[src/rtl/image_vector_load_sequencer.sv]
// Streams LANES-pixel chunks of the 96x96 image from a combinational-read memory to a valid/ready consumer.
// Optional macro IMGSEQ_ADDR_WRAP_EN wraps chunk and lane addresses modulo the image size.
module image_vector_load_sequencer #(
  parameter int IMAGE_WIDTH  = 96,
  parameter int IMAGE_HEIGHT = 96,
  parameter int LANES        = 8,
  parameter int ADDR_W       = 16
) (
  input  logic                CLK,
  input  logic                reset,
  input  logic                start,
  input  logic                abort,
  input  logic [ADDR_W-1:0]   base_addr,
  input  logic [ADDR_W-1:0]   num_chunks,
  output logic [ADDR_W-1:0]   mem_addr,
  input  logic [15:0][15:0]   mem_rd,
  output logic [15:0][15:0]   vec_data,
  output logic                vec_valid,
  input  logic                vec_ready,
  output logic                busy,
  output logic                done,
  output logic [1:0]          state_dbg
);

  localparam int PIXELS = IMAGE_WIDTH * IMAGE_HEIGHT;
  localparam logic [ADDR_W:0] PIX_END = (ADDR_W+1)'(PIXELS);

  typedef enum logic [1:0] {IDLE, FETCH, STREAM, DONE} state_t;

  // Handshake: a chunk transfers on a rising CLK edge where vec_valid and vec_ready are both 1;
  // vec_data is held stable while vec_valid=1 and vec_ready=0.
  state_t             state;
  logic [ADDR_W-1:0]  cur_addr;
  logic [ADDR_W-1:0]  remaining;
  logic [ADDR_W-1:0]  next_addr;
  logic [ADDR_W-1:0]  start_addr;
  logic [15:0][15:0]  chunk;
  logic               unused_mem;

  assign mem_addr   = cur_addr;
  assign state_dbg  = state;
  assign unused_mem = ^mem_rd;

`ifdef IMGSEQ_ADDR_WRAP_EN
  logic [ADDR_W:0] wrap_sum;

  // The memory returns already-wrapped pixels, so every live lane is taken as-is.
  always_comb begin
    wrap_sum   = {1'b0, cur_addr} + (ADDR_W+1)'(LANES);
    next_addr  = (wrap_sum >= PIX_END) ? ADDR_W'(wrap_sum - PIX_END) : wrap_sum[ADDR_W-1:0];
    start_addr = ADDR_W'(32'(base_addr) % PIXELS);
    chunk      = '0;
    for (int i = 0; i < LANES; i++) begin
      chunk[i] = {8'h00, mem_rd[i][7:0]};
    end
  end
`else
  logic [ADDR_W:0] lane_addr;

  // Lane address is computed one bit wider so a lane past the image end is never mistaken for in-range.
  always_comb begin
    next_addr  = cur_addr + ADDR_W'(LANES);
    start_addr = base_addr;
    chunk      = '0;
    lane_addr  = '0;
    for (int i = 0; i < LANES; i++) begin
      lane_addr = {1'b0, cur_addr} + (ADDR_W+1)'(i);
      if (lane_addr < PIX_END) begin
        chunk[i] = {8'h00, mem_rd[i][7:0]};
      end
    end
  end
`endif

  always_ff @(posedge CLK) begin
    if (reset) begin
      state     <= IDLE;
      cur_addr  <= '0;
      remaining <= '0;
      vec_data  <= '0;
      vec_valid <= 1'b0;
      busy      <= 1'b0;
      done      <= 1'b0;
    end else if (abort) begin
      state     <= IDLE;
      vec_valid <= 1'b0;
      busy      <= 1'b0;
      done      <= 1'b0;
    end else begin
      case (state)
        IDLE: begin
          done <= 1'b0;
          if (start) begin
            cur_addr  <= start_addr;
            remaining <= num_chunks;
            busy      <= 1'b1;
            state     <= (num_chunks == '0) ? DONE : FETCH;
          end
        end
        FETCH: begin
          vec_data  <= chunk;
          vec_valid <= 1'b1;
          cur_addr  <= next_addr;
          remaining <= remaining - ADDR_W'(1);
          state     <= STREAM;
        end
        STREAM: begin
          if (vec_valid && vec_ready) begin
            if (remaining != '0) begin
              vec_data  <= chunk;
              cur_addr  <= next_addr;
              remaining <= remaining - ADDR_W'(1);
            end else begin
              vec_valid <= 1'b0;
              done      <= 1'b1;
              state     <= DONE;
            end
          end
        end
        DONE: begin
          // An empty burst enters here with done low and spends one extra cycle raising it.
          if (done) begin
            done  <= 1'b0;
            busy  <= 1'b0;
            state <= IDLE;
          end else begin
            done <= 1'b1;
          end
        end
        default: state <= IDLE;
      endcase
    end
  end

endmodule

[config.mk]
export PLATFORM = sky130hd
export DESIGN_NAME = image_vector_load_sequencer
export DESIGN_NICKNAME = d
export VERILOG_FILES = /design/src/rtl/image_vector_load_sequencer.sv
export SDC_FILE = /design/constraint.sdc
export NUM_CORES = 1
export LEC_CHECK = 0
export BUFFER_PORTS_ARGS = -buffer_cell sky130_fd_sc_hd__buf_2
export CORE_AREA = 5 5 215 217
export CTS_CLUSTER_SIZE = 24
export DETAILED_ROUTE_END_ITERATION = 10
export DIE_AREA = 0 0 220 222
export PLACE_DENSITY = 0.4
export SLEW_MARGIN = 0
export SYNTH_ARGS = -nofsm -noshare
export SYNTH_HDL_FRONTEND = slang
export SYNTH_SLANG_ARGS = --single-unit
export TNS_END_PERCENT = 5
[constraint.sdc]
create_clock -name CLK -period 5.3 [get_ports CLK]
set_input_delay 1.06 -clock CLK [delete_from_list [all_inputs] [get_ports CLK]]
set_output_delay 1.06 -clock CLK [all_outputs]
set_load 0.005 [all_outputs]
==> run metrics, run 1 <==
share of total power in combinational logic 0.222; Period minus WS final 3550 ps; hold path start vec_data[115]; hold buffer count at cts 0; Simple-Gate Fraction of Synth Area 0.202; highest clock frequency the design can meet 282 MHz; post-synthesis cell count 896; standby leakage power 3.40 nW; top area cells in the synthesized netlist dfxtp_1, buf_4, nand2_1; Final Wtd Congestion 0.823; vias in the first global route 6,348; relative contribution of sequential cells to total power 0.426; Die Area 48,800 µm²; H-tree depth 3; initial antenna violation count 2; DRC Markers 0; Max Fanout on Critical Path 39; Power per Cell Area 253 nW/µm²; overall fraction of global-route tracks in use 0.101; Sinks on Clock Net 101; fraction of power spent switching nets 0.358; Final Hold Vio Count 0; number of violations reported at the end of detailed-routing iteration 0 597; startpoint class of the critical path flop; per-cell via count in the routed design ~4.0; wire length of the first global-routing pass around 39,000 µm; Final Routed Wirelength 26,000 µm; dominant cell type by area after synthesis dfxtp_1; data arrival at the endpoint of the critical path 3850 ps; final non-filler cell area 7990 µm²; # resized after CTS 0; cell area reported after detailed placement 7680 µm²; CP Class flop to flop; net count reported at finish 1,348; HPWL after DPL 19,300 µm; min-delay worst type flop to flop; clock root buffer master clkbuf_16; critical register-to-register path startpoint state_dbg[1]; total negative slack for setup checks 0 ps; number of input and output port buffers inserted between 150 and 200; CP required 5600 ps; average wire length per cell after detail routing between 15 and 20 µm; Floorplan Core Area 43,900 µm²; maximum number of pins on one net before global-route repair 57; area share of the largest cell type after synthesis 0.294; remaining global-route overflow 0; Inserted Clock Buffers 9; summed instance area of the synthesized netlist between 6000 and 7000 µm²; worst vdd ir between 0.1 and 0.15 mV; reported max-cap violation count 0; Adder-Cell Fraction of Synth Area 0.0109; synthesis-to-finish area growth 16.3%; Final Setup Violations 0; switching pwr 0.000724 W; Post-synth EDFFs 0; number of buffers inserted by post-CTS setup repair 0; Clk pin slew, worst setup/hold paths ~90 ps; fraction of the yosys area taken by sequential cells 0.294; warning count from the yosys run 0; cell internal pwr 0.00130 W; row count 77; Final Max Tran Viols 0; Least-Margin Pin Slew a little under 900 ps; initial core utilization 0.156; share of the synthesized area in compound gates (AO/OA/AOI/OAI) 0.191; clock network fraction of total power 0.352; total via count in the routed design 6,552; worst relative slew slack 0.397; number of buffers on the longest clock path 2; CP Capture Type flop; start point of the critical path state_dbg[1]; number of storage elements in the synthesis netlist ~100; Routed Antenna Nets 0; largest stage delay on the critical path 910 ps; dominant combinational cell family by area after synthesis buffers and inverters; clock latency at the later pin of the worst-skew pair 380 ps; multiplexer share of the synthesized area 0.0251; x dimension of the die 220 µm; Critical-path top delay cell ha_2; mean instance size in the synthesized netlist 7.67 µm²; flip-flop cell with the highest count after synthesis dfxtp_1; first-pass iteration count of the detailed router 5; TritonCTS clock tree yes; outcome finished, final reports clean; share of post-route cells with drive strength above 1 0.211; xor and xnor fraction of the mapped netlist area 0.0140; Ports 570; synth unique cells 55; period utilization 0.670; share of flip-flops with an asynchronous set or reset after synthesis 0; die height 222 µm; Max Clock Skew between 15 and 20 ps; RSZ-0062 raised after global routing no; worst-path cell chain inv_1, ha_2, and4b_1, nand3_1, o21ai_2, buf_4, o21ai_1, o31ai_1
## critical path: cells and delay by family, from the launching register on
family                     cells  cell delay (ps)
AOI/OAI and AO/OA              3             1110
and+or+nand+nor                2              590
DFF                            1              430
buffers and inverters          2              420
adders and majority gates      1              910
## cell type report
cell class	count	area, µm²
antenna	1	2.50
clock buffer	9	225
clock inverter	7	81.3
fill	5060	35900
inverter	37	139
multi-input combinational	705	3780
sequential	101	2020
tap	592	741
timing repair buffer	195	1000
## cell families after synthesis
logic type / Yosys count
mux: 17
simple gates: 274
flops: 101
fa+ha+maj: 6
compound gates: 205
xor+xnor: 11
buf+inv: 281
other cells: 1
## cell usage in the layout (no fill, tap or decap), types with 17 or more instances in the layout
| master | count |
|---|---|
| nand4_1 | 20 |
| conb_1 | 192 |
| nor3_1 | 28 |
| dfxtp_1 | 101 |
| buf_2 | 185 |
| a21oi_1 | 48 |
| nor2_1 | 17 |
| inv_1 | 36 |
| nand3_1 | 49 |
| o21ai_1 | 28 |
| nand2_1 | 91 |
| nor4_1 | 28 |
| o21ai_0 | 27 |
| o31ai_1 | 43 |
## metal layers
metal / vias to the layer above / share of wire / GRT usage
met5: - / 0.00050 / 0
met4: 2 / 0.019 / 0.0300
met3: 29 / 0.095 / 0.0318
met2: 342 / 0.45 / 0.160
met1: 3057 / 0.43 / 0.131
li1: 3122 / - / -
## worst paths after layout
path,cells past startpoint,slack [ps],to
setup reg to reg,8,1750,vec_data[53]
setup / recovery,8,1750,vec_data[53]
hold / removal,2,440,vec_data[115]
hold reg to reg,2,440,vec_data[115]
## power by group through the flow
stage          logic, W  clock network, W  registers, W
2_1_floorplan  0.000388                 0      0.000854
6_report       0.000448          0.000712      0.000862
3_3_place_gp   0.000445                 0      0.000879
5_1_grt        0.000508          0.000779      0.000870
4_1_cts        0.000449          0.000757      0.000861
3_5_place_dp   0.000447                 0      0.000879
## Yosys cell counts (7+ instances only)
| cell type | count |
|---|---|
| a211oi_1 | 12 |
| a21oi_1 | 48 |
| buf_4 | 197 |
| clkbuf_1 | 40 |
| dfxtp_1 | 101 |
| inv_1 | 36 |
| mux2i_1 | 15 |
| nand2_1 | 91 |
| nand3_1 | 49 |
| nand4_1 | 20 |
| nor2_1 | 17 |
| nor3_1 | 28 |
| nor4_1 | 28 |
| o21ai_0 | 27 |
| o21ai_1 | 29 |
| o311ai_1 | 8 |
| o31ai_1 | 43 |
| or3_1 | 7 |
| xnor2_1 | 11 |
## stage by stage
step / utilization / total power [W] / worst slack [ps] / hold slack (ps) / cells
finish: 0.182 / 0.00202 / 1750 / 444 / 1647
global route: 0.182 / 0.00216 / 1380 / 470 / 1647
CTS: 0.182 / 0.00207 / 1680 / 447 / 1646
detailed placement: 0.175 / 0.00133 / 1680 / 435 / 1630
global placement: 0.175 / 0.00132 / 1710 / 429 / 1630
floorplan: - / 0.00124 / 2690 / 442 / 1087
## flip-flops by register name (all words and copies together) (netlist names)
register,cells
mem_addr,16
state_dbg,2
vec_data,64
vec_valid,1
busy,1
remaining,16
done,1
No activity file was read; power rests on OpenSTA's default activity.
==> inputs of run 2 (changes only) <==
- CORE_AREA: 5 5 215 217 -> 5 5 217 219
- DIE_AREA: 0 0 220 222 -> 0 0 222 224
- clock period: 5.3 -> 3.37 ns (I/O delays scaled with it)
==> run metrics, run 2 (synthesis results as in run 1) <==
outcome finished, final reports clean; row count 78 (+1.3%); startpoint class of the critical path flop; Die Area 49,700 µm² (+1.8%); most frequent cells in the layout conb_1, buf_2, dfxtp_1; Clk pin slew, worst setup/hold paths 80 ps (about the same); overall fraction of global-route tracks in use 0.0975 (-0.00353); cell count after placement 1,660 (+1.8%); final non-filler cell area 8150 µm² (+2.0%); Floorplan Core Area 44,900 µm² (+2.2%); initial antenna violation count 2 (unchanged); CP required 3610 ps (-1990 ps); total via count in the routed design 6,535 (-0.26%); overall power consumption 0.00316 W (+56%); Power per Cell Area 388 nW/µm² (+53%); cell area reported after detailed placement 7870 µm² (+2.4%); data arrival at the endpoint of the critical path 3090 ps (-760 ps); die height 224 µm (+0.90%); number of buffers inserted by post-CTS setup repair 0 (unchanged); smallest hold slack 443 ps (-1.19 ps); hold path start vec_data[118]; RSZ-0062 raised after global routing no; clock root buffer master clkbuf_16; standby leakage power 3.50 nW (+3.1%); Inserted Clock Buffers 9 (unchanged); clock latency at the later pin of the worst-skew pair 380 ps (about the same); number of violations reported at the end of detailed-routing iteration 0 561 (-6.0%); x dimension of the die 222 µm (+0.91%); reported max-cap violation count 0 (unchanged); CP Class flop to flop; relative contribution of sequential cells to total power 0.427 (about the same); share of post-route cells with drive strength above 1 0.226 (+0.0152); total negative slack for setup checks 0 ps (unchanged); Final Max Tran Viols 0 (unchanged); period utilization 0.845 (+0.175); ant diodes 0 (-1); setup slack of the most critical reg-to-reg path 520 ps (-1230 ps); worst relative slew slack 0.210 (-0.187); depth of the worst hold-timing path 2 (unchanged); most common cell after layout, fill and taps aside conb_1; Hold Path Sink vec_data[118]; Max Fanout on Critical Path 16 (-59%); switching pwr 0.00111 W (+53%); TritonCTS clock tree yes; Final Setup Violations 0 (unchanged); H-tree depth 3 (unchanged); net count reported at finish 1,370 (+1.6%); worst vdd ir 0.208 mV (+74%); CP Capture Type flop; clock network fraction of total power 0.341 (-0.011); endpoint of the worst register-to-register path vec_data[23]; area taken by multi-input logic gates 3780 µm² (about the same); synthesis-to-finish area growth 18.6%; average wire length per cell after detail routing 15.5 µm (-1.6%); filler cell count in the final layout 5,177 (+2.3%); number of buffers on the longest clock path 2 (unchanged); cell internal pwr 0.00206 W (+58%); first-pass iteration count of the detailed router 5 (unchanged); wire length of the first global-routing pass 38,000 µm (-1.5%); Final Hold Vio Count 0 (unchanged); combined flip-flop and latch cell area 2020 µm² (unchanged); maximum number of pins on one net before global-route repair 57 (unchanged); HPWL after DPL 19,600 µm (+1.3%); highest clock frequency the design can meet 351 MHz (+25%); Least-Margin Pin Slew 1180 ps (+298 ps); min-delay worst type flop to flop; filler-free cell count of the finished design 1,676 (+1.8%); Routed Antenna Nets 0 (unchanged); number of flip-flops under the largest register name 64 (unchanged); remaining global-route overflow 0 (unchanged); hold buffer count at cts 0 (unchanged); Max Clock Skew 13.0 ps (-2.30 ps); register containing the most flip-flops in the final layout vec_data; # resized after CTS 0 (unchanged); initial core utilization 0.153 (-0.00335); critical register-to-register path startpoint mem_addr[4]; path depth of the worst reg2reg path 7 (-1); DRC Markers 0 (unchanged); Sinks on Clock Net 101 (unchanged); vias in the first global route 6,100 (-3.9%); share of total power in combinational logic 0.232 (+0.010); Final Wtd Congestion 0.790 (-4.1%); Final Routed Wirelength 26,000 µm (about the same); Ports 570 (unchanged); number of input and output port buffers inserted 185 (unchanged); per-cell via count in the routed design 3.90 (-2.0%); fraction of power spent switching nets 0.350 (-0.00875); Period minus WS final 2850 ps (-703 ps)
[run 2: worst max path at each step]
stage                 startpoint       endpoint  slack [ps]  cells past startpoint
global route         mem_addr[7]   vec_data[35]         360                      5
floorplan                  abort  vec_data[119]        1140                      7
global placement    state_dbg[0]    mem_addr[2]         620                      6
CTS                 state_dbg[0]    mem_addr[1]         550                      6
finish               mem_addr[4]   vec_data[23]         520                      7
detailed placement  state_dbg[0]    mem_addr[1]         600                      6
[run 2: area by class of cell]
| cell class | instances | area share |
|---|---|---|
| well taps | 600 | 0.0921 |
| clock inverters | 6 | 0.00568 |
| repair buffers | 217 | 0.145 |
| clock buffers | 10 | 0.0293 |
| flip-flops and latches | 101 | 0.248 |
| multi-input cells | 705 | 0.463 |
| inverters | 37 | 0.0170 |
[run 2: worst max-delay path, stage by stage, from the launching register on]
cell	delay, ps
dfxtp_1	560
ha_1	330
nand4_1	120
buf_4	230
nor4_1	710
a41oi_1	240
nand4b_1	370
o21ai_0	150
[run 2: per-layer routing]
layer,wire length (µm),global-route usage,vias up
met2,11600,0.150,322
met4,380,0.0280,2
met5,13,0,-
met1,12000,0.135,3029
met3,2000,0.0249,18
li1,-,-,3164
[run 2: stage by stage]
step / utilization / setup slack [ps]
final: 0.182 / 524
after detailed placement: 0.175 / 598
after global placement: 0.175 / 623
after CTS: 0.182 / 552
after global routing: 0.182 / 356
after floorplan: - / 1140
[run 2: power by group through the flow]
| stage | Clock, W | Combinational, W | Sequential, W |
|---|---|---|---|
| after floorplan | 0 | 0.000611 | 0.00134 |
| after global placement | 0 | 0.000732 | 0.00138 |
| after detailed placement | 0 | 0.000733 | 0.00138 |
| after CTS | 0.00114 | 0.000737 | 0.00135 |
| after global routing | 0.00119 | 0.000825 | 0.00136 |
| final | 0.00108 | 0.000733 | 0.00135 |
==> inputs of run 3 (changes only) <==
- ABC_AREA: not set -> 1
- CORE_AREA: 5 5 217 219 -> 5 5 221 223
- DIE_AREA: 0 0 222 224 -> 0 0 226 228
- PLACE_DENSITY: 0.4 -> 0.41
- clock period: 3.37 -> 2.5 ns (I/O delays scaled with it)
==> run metrics, run 3 <==
library cell appearing most often on the critical path nand2_1; Floorplan Core Area 46,400 µm² (+3.3%); dominant cell type by area after synthesis dfxtp_1; worst-path cell chain nand2_2, nor2_8, nand2_2, nor2_4, nand2_1, nand2_1, nand2_1, nor2_4, nand3_1, a21oi_1; reported max-cap violation count 0 (unchanged); most frequent cells in the layout conb_1, buf_2, nand2_1; Final Hold Vio Count 0 (unchanged); # resized after CTS 0 (unchanged); period utilization 0.871 (+0.0266); maximum number of pins on one net before global-route repair 129 (+130%); H-tree depth 3 (unchanged); die height 228 µm (+1.8%); most common cell after layout, fill and taps aside conb_1; warning count from the yosys run 0 (unchanged); Die Area 51,500 µm² (+3.6%); depth of the worst hold-timing path 3 (+1); post-synthesis cell count 1,085 (+21%); largest stage delay on the critical path 480 ps (-230 ps); fraction of the yosys area taken by sequential cells 0.273 (-0.0217); HPWL after DPL 21,200 µm (+8.1%); mean instance size in the synthesized netlist 6.84 µm² (-11%); filler cell count in the final layout 5,332 (+3.0%); area share of the largest cell type after synthesis 0.273 (-0.0217); RSZ-0062 raised after global routing no; number of buffers inserted by post-CTS setup repair 0 (unchanged); Critical-path top delay cell dfxtp_1; Period minus WS final 2180 ps (-668 ps); average wire length per cell after detail routing 14.5 µm (-6.7%); x dimension of the die 226 µm (+1.8%); summed instance area of the synthesized netlist 7420 µm² (+8.0%); startpoint class of the critical path flop; number of input and output port buffers inserted 185 (unchanged); data arrival at the endpoint of the critical path 2470 ps (-620 ps); number of flip-flops under the largest register name 64 (unchanged); smallest hold slack 391 ps (-52.1 ps); Post-synth EDFFs 0 (unchanged); per-cell via count in the routed design 3.85 (-1.3%); worst vdd ir 0.262 mV (+26%); row count 79 (+1.3%); register containing the most flip-flops in the final layout vec_data; final non-filler cell area 8750 µm² (+7.3%); Final Setup Violations 0 (unchanged); first-pass iteration count of the detailed router 5 (unchanged); Clk pin slew, worst setup/hold paths 80 ps (about the same); worst relative slew slack 0.561 (+0.351); Final Wtd Congestion 0.837 (+6.1%); standby leakage power 4.32 nW (+23%); number of violations reported at the end of detailed-routing iteration 0 489 (-13%); overall power consumption 0.00494 W (+56%); net count reported at finish 1,556 (+14%); Inserted Clock Buffers 9 (unchanged); flip-flop cell with the highest count after synthesis dfxtp_1; total negative slack for setup checks 0 ps (unchanged); clock latency at the later pin of the worst-skew pair 360 ps (-20 ps); vias in the first global route 6,708 (+10%); initial antenna violation count 4 (+2); hold buffer count at cts 0 (unchanged); number of buffers on the longest clock path 2 (unchanged); remaining global-route overflow 0 (unchanged); path depth of the worst reg2reg path 10 (+3); number of cells on the critical path 10 (+3); wire length of the first global-routing pass 40,200 µm (+5.8%); Max Clock Skew 9.97 ps (-2.99 ps); total via count in the routed design 7,204 (+10%); Final Routed Wirelength 27,100 µm (+4.2%); cell area reported after detailed placement 8400 µm² (+6.7%); share of post-route cells with drive strength above 1 0.217 (-0.00872); final cell utilization of the core 0.189 (+0.00705); initial core utilization 0.160 (+0.00696); TritonCTS clock tree yes; cell with the most instances after synthesis buf_4; highest clock frequency the design can meet 459 MHz (+31%); Power per Cell Area 565 nW/µm² (+46%); outcome finished, final reports clean; overall fraction of global-route tracks in use 0.0992 (+0.00165); Final Max Tran Viols 0 (unchanged); number of storage elements in the synthesis netlist 101 (unchanged); Routed Antenna Nets 0 (unchanged); synth unique cells 40 (-27%); area taken by multi-input logic gates 4270 µm² (+13%); Least-Margin Pin Slew 653 ps (-525 ps); combined flip-flop and latch cell area 2020 µm² (about the same); leading cell types by count after synthesis buf_4, nand2_1, nand3_1; Sinks on Clock Net 101 (unchanged); clock root buffer master clkbuf_16; share of flip-flops with an asynchronous set or reset after synthesis 0 (unchanged); top area cells in the synthesized netlist dfxtp_1, buf_4, nand3_1; CP Capture Type flop; worst path buffer plus inverter count 0 (-1); DRC Markers 0 (unchanged); CP Class flop to flop; min-delay worst type input pin to flop; synthesis-to-finish area growth 17.9%; family with the most delay on the worst path simple AND/OR/NAND/NOR gates; Max Fanout on Critical Path 18 (+2); CP required 2790 ps (-820 ps); Ports 570 (unchanged)
==> run 3: cell types whose count changed in the layout (fill, tap and decap cells not counted), moves of 12 or more <==
cell / delta
nor2_1: +54
nand3_1: +76
nor3_1: -25
nand2_2: +12
o31ai_1: -41
xor2_1: +16
a211oi_1: -12
o21ai_0: +84
mux2i_1: -12
o21ai_1: -21
nand2_1: +69
nor4_1: -24
inv_1: +12
a21oi_1: +53
==> run 3: worst reg2reg max path, stage by stage (launching register included) <==
cell and delay [ps]:
dfxtp_1 480, nand2_2 200, nor2_8 320, nand2_2 130, nor2_4 140, nand2_1 60
nand2_1 60, nand2_1 90, nor2_4 330, nand3_1 140, a21oi_1 140
==> run 3: cells by family after synthesis <==
group / Yosys count / share of synthesized area
flip-flops: 101 / 0.273
AO/OA/AOI/OAI: 231 / 0.160
AND/OR/NAND/NOR: 429 / 0.281
buffers and inverters: 296 / 0.251
XOR/XNOR: 18 / 0.0212
adder cells (fa/ha/maj): 6 / 0.0101
other: 1 / 0.000505
multiplexers: 3 / 0.00405
==> run 3: where the power goes <==
group	internal, W	switching [W]	leakage (nW)
registers	0.00176	0.000111	0.825
logic	0.000485	0.000916	3.33
clock network	0.000950	0.000727	0.169
total	0.00319	0.00175	4.32
==> run 3: cell type report <==
type / instances / share of cell area
tap: 607 / 0.0868
sequential: 101 / 0.231
multi-input combinational: 879 / 0.488
clock inverter: 5 / 0.0102
antenna: 2 / 0.000572
inverter: 55 / 0.0236
timing repair buffer: 211 / 0.131
clock buffer: 11 / 0.0289
==> run 3: worst paths after layout <==
| check | startpoint | end | slack [ps] |
|---|---|---|---|
| worst max-delay path | mem_addr[9] | vec_data[102] | 320 |
| worst min-delay path | base_addr[1] | mem_addr[1] | 390 |
| worst max register to register | mem_addr[9] | vec_data[102] | 320 |
| worst min register to register | remaining[15] | remaining[15] | 480 |
==> run 3: through the flow <==
step | setup slack [ps] | instances
after global placement | 238 | 1853
after global routing | 109 | 1869
after CTS | 191 | 1869
after detailed placement | 237 | 1853
after floorplan | 636 | 1276
final | 322 | 1871
==> run 3: metal layers <==
layer  up-vias  routed length [µm]  global-route usage
met1      3290               12100               0.133
met5         -                  27                   0
met2       321               12300               0.159
met3        18                2400              0.0297
li1       3571                   -                   -
met4         4                 250              0.0202
